<file path="src/rtl/alu_issue_ctrl.sv">
// -----------------------------------------------------------------------------
// alu_issue_ctrl
//
// Front-end driver for the 32-bit MIPS ALU. It accepts decoded ALU requests
// over a valid/ready handshake, translates ALUOp/funct into the ALU's 3-bit
// operation code, and drives registered operands into the ALU. The ALU
// registers its result one edge later, and this block captures it one edge
// after that. The result, zero flag, branch-taken flag, error flag and echoed
// tag are then returned over a valid/ready response port.
//
// Ports
//   clk, rst          rising-edge clock (shared with the ALU), sync active-high reset
//   req_valid/ready   request handshake
//   req_aluop[1:0]    00 add, 01 sub (branch), 10 R-type via funct, 11 illegal
//   req_funct[5:0]    R-type funct field
//   req_a, req_b      32-bit operands
//   req_tag[4:0]      destination register, echoed on the response
//   req_bne           branch sense (1 = bne), meaningful only for aluop 01
//   alu_a, alu_b      registered operands to the ALU
//   alu_operation     registered 3-bit ALU operation code
//   alu_result        ALU result (registered inside the ALU)
//   alu_zero          ALU zero flag
//   rsp_valid/ready   response handshake
//   rsp_result        captured ALU result (0 for an illegal op)
//   rsp_zero          captured zero flag
//   rsp_taken         branch decision
//   rsp_err           illegal operation
//   rsp_tag           echoed tag
//   op_count[15:0]    completed responses, wraps modulo 2^16
//
// Timing: a legal request accepted at edge T produces rsp_valid after T+2,
// which is 3 cycles of latency. An illegal request produces rsp_valid after T,
// which is 1 cycle of latency. While in RESP the request port is ready exactly
// when the consumer is ready. This allows a new op to be accepted on the same
// edge that retires the current response.
// -----------------------------------------------------------------------------
module alu_issue_ctrl (
  input  logic        clk,
  input  logic        rst,
  input  logic        req_valid,
  output logic        req_ready,
  input  logic [1:0]  req_aluop,
  input  logic [5:0]  req_funct,
  input  logic [31:0] req_a,
  input  logic [31:0] req_b,
  input  logic [4:0]  req_tag,
  input  logic        req_bne,
  output logic [31:0] alu_a,
  output logic [31:0] alu_b,
  output logic [2:0]  alu_operation,
  input  logic [31:0] alu_result,
  input  logic        alu_zero,
  output logic        rsp_valid,
  input  logic        rsp_ready,
  output logic [31:0] rsp_result,
  output logic        rsp_zero,
  output logic        rsp_taken,
  output logic        rsp_err,
  output logic [4:0]  rsp_tag,
  output logic [15:0] op_count
);

  localparam logic [2:0] OP_AND = 3'b000;
  localparam logic [2:0] OP_OR  = 3'b001;
  localparam logic [2:0] OP_ADD = 3'b010;
  localparam logic [2:0] OP_SUB = 3'b110;
  localparam logic [2:0] OP_SLT = 3'b111;

  typedef enum logic [1:0] {
    IDLE = 2'd0,
    EXEC = 2'd1,
    CAPT = 2'd2,
    RESP = 2'd3
  } state_t;

  state_t state, state_nxt;

  // Returns {illegal, op}. Illegal encodings return op = 000, which is never
  // used because illegal requests do not touch the ALU registers.
  function automatic logic [3:0] decode_op(input logic [1:0] aluop,
                                           input logic [5:0] funct);
    logic [3:0] r;
    r = {1'b1, 3'b000};
    case (aluop)
      2'b00: r = {1'b0, OP_ADD};
      2'b01: r = {1'b0, OP_SUB};
      2'b10: begin
        case (funct)
          6'h20:   r = {1'b0, OP_ADD};
          6'h22:   r = {1'b0, OP_SUB};
          6'h24:   r = {1'b0, OP_AND};
          6'h25:   r = {1'b0, OP_OR};
          6'h2A:   r = {1'b0, OP_SLT};
          default: r = {1'b1, 3'b000};
        endcase
      end
      default: r = {1'b1, 3'b000};
    endcase
    return r;
  endfunction

  logic [3:0] dec;
  logic       dec_illegal;
  logic [2:0] dec_op;
  logic       accept;
  logic       rsp_fire;

  assign dec         = decode_op(req_aluop, req_funct);
  assign dec_illegal = dec[3];
  assign dec_op      = dec[2:0];
  assign accept      = req_valid & req_ready;
  assign rsp_fire    = rsp_valid & rsp_ready;

  // Request fields needed at capture time, held from accept to CAPT.
  logic [1:0] aluop_p0;
  logic       bne_p0;
  logic [4:0] tag_p0;

  // ---------------------------------------------------------------------------
  // FSM: state register
  // ---------------------------------------------------------------------------
  always_ff @(posedge clk) begin
    if (rst) begin
      state <= IDLE;
    end else begin
      state <= state_nxt;
    end
  end

  // ---------------------------------------------------------------------------
  // FSM: next-state logic
  // ---------------------------------------------------------------------------
  always_comb begin
    state_nxt = state;
    case (state)
      IDLE: begin
        if (accept) begin
          state_nxt = dec_illegal ? RESP : EXEC;
        end
      end
      EXEC: state_nxt = CAPT;
      CAPT: state_nxt = RESP;
      RESP: begin
        if (rsp_ready) begin
          if (accept) begin
            state_nxt = dec_illegal ? RESP : EXEC;
          end else begin
            state_nxt = IDLE;
          end
        end
      end
      default: state_nxt = IDLE;
    endcase
  end

  // ---------------------------------------------------------------------------
  // FSM: outputs
  // ---------------------------------------------------------------------------
  always_comb begin
    req_ready = 1'b0;
    rsp_valid = 1'b0;
    case (state)
      IDLE: req_ready = 1'b1;
      RESP: begin
        rsp_valid = 1'b1;
        req_ready = rsp_ready;
      end
      default: begin
        req_ready = 1'b0;
        rsp_valid = 1'b0;
      end
    endcase
  end

  // ---------------------------------------------------------------------------
  // Stage p0: accept, load ALU operands/operation, hold branch info and tag
  // ---------------------------------------------------------------------------
  always_ff @(posedge clk) begin
    if (rst) begin
      alu_a         <= '0;
      alu_b         <= '0;
      alu_operation <= 3'b000;
    end else if (accept && !dec_illegal) begin
      alu_a         <= req_a;
      alu_b         <= req_b;
      alu_operation <= dec_op;
    end
  end

  always_ff @(posedge clk) begin
    if (accept) begin
      aluop_p0 <= req_aluop;
      bne_p0   <= req_bne;
      tag_p0   <= req_tag;
    end
  end

  // ---------------------------------------------------------------------------
  // Stage p2: capture the ALU result (CAPT), or build the error response
  // directly at accept. An accept from RESP only happens on the retiring
  // handshake, so overwriting the response fields here never breaks the
  // hold-while-stalled rule.
  // ---------------------------------------------------------------------------
  always_ff @(posedge clk) begin
    if (rst) begin
      rsp_result <= '0;
      rsp_zero   <= 1'b0;
      rsp_taken  <= 1'b0;
      rsp_err    <= 1'b0;
      rsp_tag    <= '0;
    end else if (accept && dec_illegal) begin
      rsp_result <= '0;
      rsp_zero   <= 1'b0;
      rsp_taken  <= 1'b0;
      rsp_err    <= 1'b1;
      rsp_tag    <= req_tag;
    end else if (state == CAPT) begin
      rsp_result <= alu_result;
      rsp_zero   <= alu_zero;
      // Equal operands give zero = 1: beq takes on zero, bne on non-zero.
      rsp_taken  <= (aluop_p0 == 2'b01) & (alu_zero ^ bne_p0);
      rsp_err    <= 1'b0;
      rsp_tag    <= tag_p0;
    end
  end

  always_ff @(posedge clk) begin
    if (rst) begin
      op_count <= '0;
    end else if (rsp_fire) begin
      op_count <= op_count + 16'd1;
    end
  end

endmodule

</file>
<file path="config.mk">
export PLATFORM = sky130hd
export DESIGN_NAME = alu_issue_ctrl
export DESIGN_NICKNAME = d
export VERILOG_FILES = /design/src/rtl/alu_issue_ctrl.sv
export SDC_FILE = /design/constraint.sdc
export NUM_CORES = 1
export LEC_CHECK = 0
export BUFFER_PORTS_ARGS = -buffer_cell sky130_fd_sc_hd__buf_2
export CAP_MARGIN = 30
export CORE_UTILIZATION = 45
export DETAILED_ROUTE_END_ITERATION = 7
export GPL_TIMING_DRIVEN = 0
export HOLD_SLACK_MARGIN = 0.12
export PLACE_DENSITY = 0.83
export SYNTH_ARGS = -nofsm -noshare
export SYNTH_HDL_FRONTEND = slang
export SYNTH_SLANG_ARGS = --single-unit
</file>
<file path="constraint.sdc">
create_clock -name clk -period 2.7 [get_ports clk]
set_clock_uncertainty 0.05 [all_clocks]
set_input_delay 0.135 -clock clk [delete_from_list [all_inputs] [get_ports clk]]
set_output_delay 0.135 -clock clk [all_outputs]
set_load 0.05 [all_outputs]
</file>
* After elaboration in Yosys (flattened, before gate mapping)
Index checks and enable logic that the tools add are counted.
** Operators by class
- Add/sub/neg operators :: 1
- Eq/ne operators :: 13
- Muxes and demuxes :: 13
- Bitwise logic cells :: 4
- Reductions and logical operators :: 8
** Operators with widths (count)
- $eq 6x6->1 const B :: 5
- $pmux 4 s5 :: 1
- $add 16x1->16 const B :: 1
- $pmux 4 s3 :: 1
- $mux 5 :: 2
- $mux 2 :: 4
- $pmux 2 s4 :: 1
- $eq 2x1->1 const B :: 3
- $eq 2x2->1 const B :: 3
- $logic_not 2->1 :: 2
- $ne 2x2->1 const B :: 2
- $and 1x1->1 :: 3
- $mux 1 :: 3
- $logic_and 1x1->1 :: 2
- $pmux 1 s2 :: 1
- $reduce_and 2->1 :: 1
- $reduce_bool 2->1 :: 1
- $reduce_or 2->1 :: 1
- $logic_not 1->1 :: 1
- $xor 1x1->1 :: 1
** Storage, ports and cells
- Flip-flop bits (word level) :: 133
- Output and inout port bits :: 125

* Longest topological paths before layout
- Depth in word-level cells :: 7
- Depth in mapped cells :: 10
- Gate-level depth less buffers :: 7

* Worst setup path after synthesis
OpenSTA, ideal clock, no wires.
- Path type :: reg-to-reg
- Start point :: reg state[1]
- End point :: reg aluop_p0[0] (enable)
- Setup time :: 376 ps
- Arrival :: 2051 ps
- Required time :: 2274 ps
- Setup slack :: 224 ps
- Cell stages (with the launch flop) :: 8
- Path through :: dfxtp_1 -> ha_1 -> buf_4 -> a21oi_1 -> or2_1 -> buf_2 -> inv_2 -> clkbuf_1
** Between the ends
- Longest elaborated chain between the ends :: 3
- Elaborated cells on any way between the ends :: 4
- Those cells by class :: 1 x eq/ne; 1 x mux; 1 x bitwise; 1 x reduce/logical
** RTL lines
- from (decl) :: line 76 : state_t state, state_nxt;
- from (signal assigned) :: line 126 : state <= state_nxt;
- $eq 2x2->1 or $logic_not 2->1 (tied branches) :: line 162 : case (state)
- $pmux 1 s2 * :: line 162
- $and 1x1->1 * :: line 111 : assign accept = req_valid & req_ready;
- net accept :: line 105 : logic accept;
- to (signal assigned) :: line 192 : aluop_p0 <= req_aluop;
- to (decl) :: line 115 : logic [1:0] aluop_p0;
Mark *: on every way through the listed nets, which the timed path passes. The rest lies on a longest branch.
A chain may end at the register's enable or synchronous reset.

* Worst setup path in the final report
- Start point :: reg state[0]
- End point :: reg alu_b[11]
** Between the ends
- Longest elaborated chain between the ends :: 4
- Elaborated cells on any way between the ends :: 5
- Those cells by class :: 1 x eq/ne; 1 x mux; 1 x bitwise; 2 x reduce/logical
** RTL lines
- $eq 2x2->1 or $logic_not 2->1 (tied branches) :: line 162
- $pmux 1 s2 * :: line 162
- $and 1x1->1 * :: line 111
- $logic_and 1x1->1 * :: line 183 : end else if (accept && !dec_illegal) begin
- to (signal assigned) :: line 185 : alu_b <= req_b;
- to (decl) :: line 49 : output logic [31:0] alu_b,
Every way passes the cells marked *; elsewhere a longest branch is shown, timed or not.

==> PnR_summary.wiki <==
{| class="wikitable"
! Metric !! Value
|-
| Setup CP Type || flip-flop to flip-flop
|-
| Tcrit/Tclk final || 89.4%
|-
| Largest net degree at the start of global routing || 18
|-
| Compound-gate portion of the synthesized area || between 15 and 20%
|-
| Std-Cell Core Area || around 11000 um2
|-
| Die area || between 10000 and 15000 um2
|-
| Wire length on met3 || roughly 2.0 mm
|-
| TritonCTS clock tree || done
|-
| Commonest cells after routing, fill and taps aside || sky130_fd_sc_hd__buf_2 (250), sky130_fd_sc_hd__dfxtp_1 (125), sky130_fd_sc_hd__dlygate4sd3_1 (111), sky130_fd_sc_hd__a21oi_1 (77), sky130_fd_sc_hd__nand3_1 (71)
|-
| Peak fanout along the critical path || 10
|-
| Crit path required time || between 2 and 3 ns
|-
| Vert. Die Dim || about 110 um
|-
| Area share of and/or/nand/nor cells after synthesis || 15.7%
|-
| Cell at the root of the clock tree || sky130_fd_sc_hd__clkbuf_16
|-
| Hold_ws || roughly 0.16 ns
|-
| Sequential element share of the synthesized area || between 50% and 60%
|-
| Main combinational cell family by area after synthesis || compound AO/OA/AOI/OAI gates
|-
| Vias in the first global route || about 5900
|-
| Flop and latch count out of synthesis || ~130
|-
| First DRT Iteration DRCs || 520
|-
| RSZ-0062 raised after global routing || no
|-
| Launch point of the worst path || state[0]
|-
| Fillers || about 790
|-
| Met2 wire length || between 9 and 10 mm
|-
| Starting density of the core || roughly 46%
|-
| Largest cells by area after synthesis || sky130_fd_sc_hd__dfxtp_1 (48%), sky130_fd_sc_hd__mux2i_1 (7.5%), sky130_fd_sc_hd__a21oi_1 (7.4%), sky130_fd_sc_hd__nand3_1 (6.8%), sky130_fd_sc_hd__o21ai_0 (6.4%)
|-
| Synth Area in XOR/XNOR || 1.67%
|-
| Cell count after synthesis || 570
|-
| Leading cell type in the layout, fill and taps excluded || sky130_fd_sc_hd__buf_2
|-
| Total congestion overflow after global routing || 0
|-
| Initial antenna violation count || 2
|-
| Area Growth Syn to Fin || 58.6%
|-
| Top layer used by detailed routing || met4
|-
| Internal reg-to-reg setup slack || roughly 0.29 ns
|-
| Signal arrival time at the worst endpoint || between 2 and 3 ns
|-
| Capturing instance or port of the critical path || alu_b[11]
|-
| Clock Sinks || roughly 130
|-
| Worst setup timing slack at the placement stage || 0.0147 ns
|-
| Final critical-path required period || 2.41 ns
|-
| Count of input and output buffers || ~240
|-
| Total GRT Usage || between 30% and 40%
|-
| CTS H-tree depth || 4
|-
| Status || finished, final reports clean
|-
| Worst slew pin tran || 0.740 ns
|-
| Clock insertion delay at the later pin of the skew report || roughly 0.42 ns
|-
| Synthesized Nets || roughly 690
|-
| Metal-1 WL || around 7.2 mm
|-
| Detailed-route wire length per cell || ~18 um
|-
| DRT Wirelength || approximately 19 mm
|-
| Max Clock Freq || 0.415 GHz
|-
| Fraction of synthesized area in multiplexers || under 10%
|-
| Number of cells in the design after placement || 950
|-
| Post-route DRC violation count || 0
|-
| Share of async-settable or async-resettable flops after synthesis || 0%
|-
| Post-synthesis cell type count || 48
|-
| Global-route wire length before repair || ~28 mm
|-
| Ratio of cells with drive above 1 in the final layout || a little under a third
|-
| Via count of the routed design || 6024
|-
| Worst reg2reg path startpoint || state[0]
|-
| Worst slew margin relative to its limit || 50.7%
|-
| Largest area contributor in the netlist || sky130_fd_sc_hd__dfxtp_1
|-
| Ports || 240
|-
| Drt first pass iters || 6
|-
| Arithmetic-cell share of the synthesized area counting full adders, half adders and majority gates || less than 1%
|-
| Area fraction of the dominant cell type after synthesis || about 48%
|-
| Filler-free cell count of the finished design || 1096
|-
| Average size of a mapped cell || a little over 9 um2
|-
| Netlist area before placement || between 5000 and 6000 um2
|-
| Element type at the critical path start || flip-flop
|-
| Cell Area, Placed || roughly 6600 um2
|-
| Maximum buffer depth of the clock tree || 2
|-
| Number of hold-slack violations in the final timing report || 0
|-
| # Max-Cap Violations || 0
|-
| Terminus of the critical flop-to-flop path || alu_b[11]
|-
| Kind of end point of the critical path || flip-flop
|-
| Lkg Pwr || around 3.6 nW
|-
| Count of flip-flops with a built-in enable after synthesis || 8
|-
| Half-perimeter wire length after detailed placement || 11.2 mm
|-
| Number of setup violations in the final report || 0
|-
| Detailed-route vias per instance || 5.50
|-
| Min setup slack post-route || about 0.29 ns
|-
| Final net count || roughly 1100
|-
| Final total negative setup slack || 0 ns
|-
| Final weighted congestion in routability-driven placement || 0.845
|-
| Fin. max-slew vios || 0
|-
| Hold Path Class || input port to flip-flop
|-
| Hold Crit Depth || 4
|-
| Power per standard cell area || a little over 900 nW/um2
|-
| Worst r2r path cells || 10
|-
| Maximum vdd ir drop || about 0.58 mV
|-
| CTS clock-pin slew for the worst setup and hold paths || around 0.06 ns
|-
| CTS buffer count || 17
|-
| Horizontal die dimension || 110 um
|-
| Standard-cell rows || 39
|-
| Routed Antenna Nets || 0
|-
| Synthesis Warnings || 0
|-
| Design area || between 8000 and 9000 um2
|-
| Most used flip-flop cell after synthesis || sky130_fd_sc_hd__dfxtp_1
|}
-- cells by family after synthesis --
family | after synthesis
AOI/OAI and AO/OA | 164
xor gates and xnor gates | 10
adders and majority gates | 4
buffers and inverters | 56
DFF | 133
muxes | 40
and+or+nand+nor | 163
-- timing repair --
item,CTS,global route
setup buffers,0,0
gates resized for setup,1,0
setup endpoints to repair,1,0
hold endpoints to repair,119,0
hold buffers,111,0
-- power breakdown --
group | total (mW) | switching, mW | internal (mW)
clock | 2.28 | 0.852 | 1.43
sequential | 2.49 | 0.166 | 2.32
combinational | 2.99 | 2.15 | 0.838
-- worst min-delay path by stage --
stage	slack (ns)	from	endpoint
global route	0.18	req_funct[3]	alu_operation[0]
finish	0.16	req_funct[3]	alu_operation[0]
CTS	0.15	req_funct[3]	alu_operation[0]
global placement	0.26	req_bne	bne_p0
detailed placement	0.27	req_bne	bne_p0
floorplan	0.18	req_aluop[0]	aluop_p0[0]
-- cell usage after synthesis, drive strengths merged (3+ instances only) --
master,count
nand2,8
edfxtp,8
dfxtp,125
nand3,71
nand2b,4
inv,7
a211oi,5
xor2,7
clkbuf,32
o31ai,5
xnor2,3
ha,4
mux2i,39
nor3,6
nor2,46
or4,4
a21oi,77
buf,17
nand4,7
o21ai,68
or3,4
-- worst max-delay path, stage by stage (launching register included) --
cell,delay (ns)
sky130_fd_sc_hd__dfxtp_1,0.38
sky130_fd_sc_hd__inv_1,0.08
sky130_fd_sc_hd__ha_1,0.30
sky130_fd_sc_hd__nand2b_1,0.19
sky130_fd_sc_hd__or2_1,0.21
sky130_fd_sc_hd__buf_2,0.20
sky130_fd_sc_hd__inv_2,0.13
sky130_fd_sc_hd__buf_2,0.26
sky130_fd_sc_hd__buf_2,0.27
sky130_fd_sc_hd__nand3_1,0.11
sky130_fd_sc_hd__a21oi_1,0.17
-- flip-flops by register name, indices dropped and copies added (netlist names) --
register and flops:
rsp_zero 1, rsp_tag 5, state 2, op_count 16
alu_a 32, alu_operation 3, rsp_taken 1, tag_p0 5
rsp_result 32, alu_b 32, aluop_p0 2, bne_p0 1
rsp_err 1
-- final cells by class --
type	count	area, um2	share of cell area [%]
flip-flops and latches	133	2740	33.1
clock inverters	9	103	1.24
repair buffers	348	2300	27.7
plain buffers	49	213	2.56
well taps	143	179	2.16
inverters	7	26.3	0.317
diodes	3	7.51	0.0905
clock buffers	23	478	5.76
multi-input cells	381	2250	27.1
-- metal layers --
| metal | track usage [%] | vias up |
|---|---|---|
| met5 | 0 | - |
| met1 | 33.1 | 2773 |
| li1 | - | 2785 |
| met3 | 9.72 | 73 |
| met4 | 15.4 | 0 |
| met2 | 54.8 | 393 |
-- through the flow --
stage | util (%) | total power [mW]
floorplan | - | 4.57
global placement | 58.0 | 5.25
detailed placement | 58.0 | 5.29
CTS | 72.9 | 7.67
global route | 72.9 | 8.07
finish | 73.0 | 7.76
(Power assumes the default switching activity.)
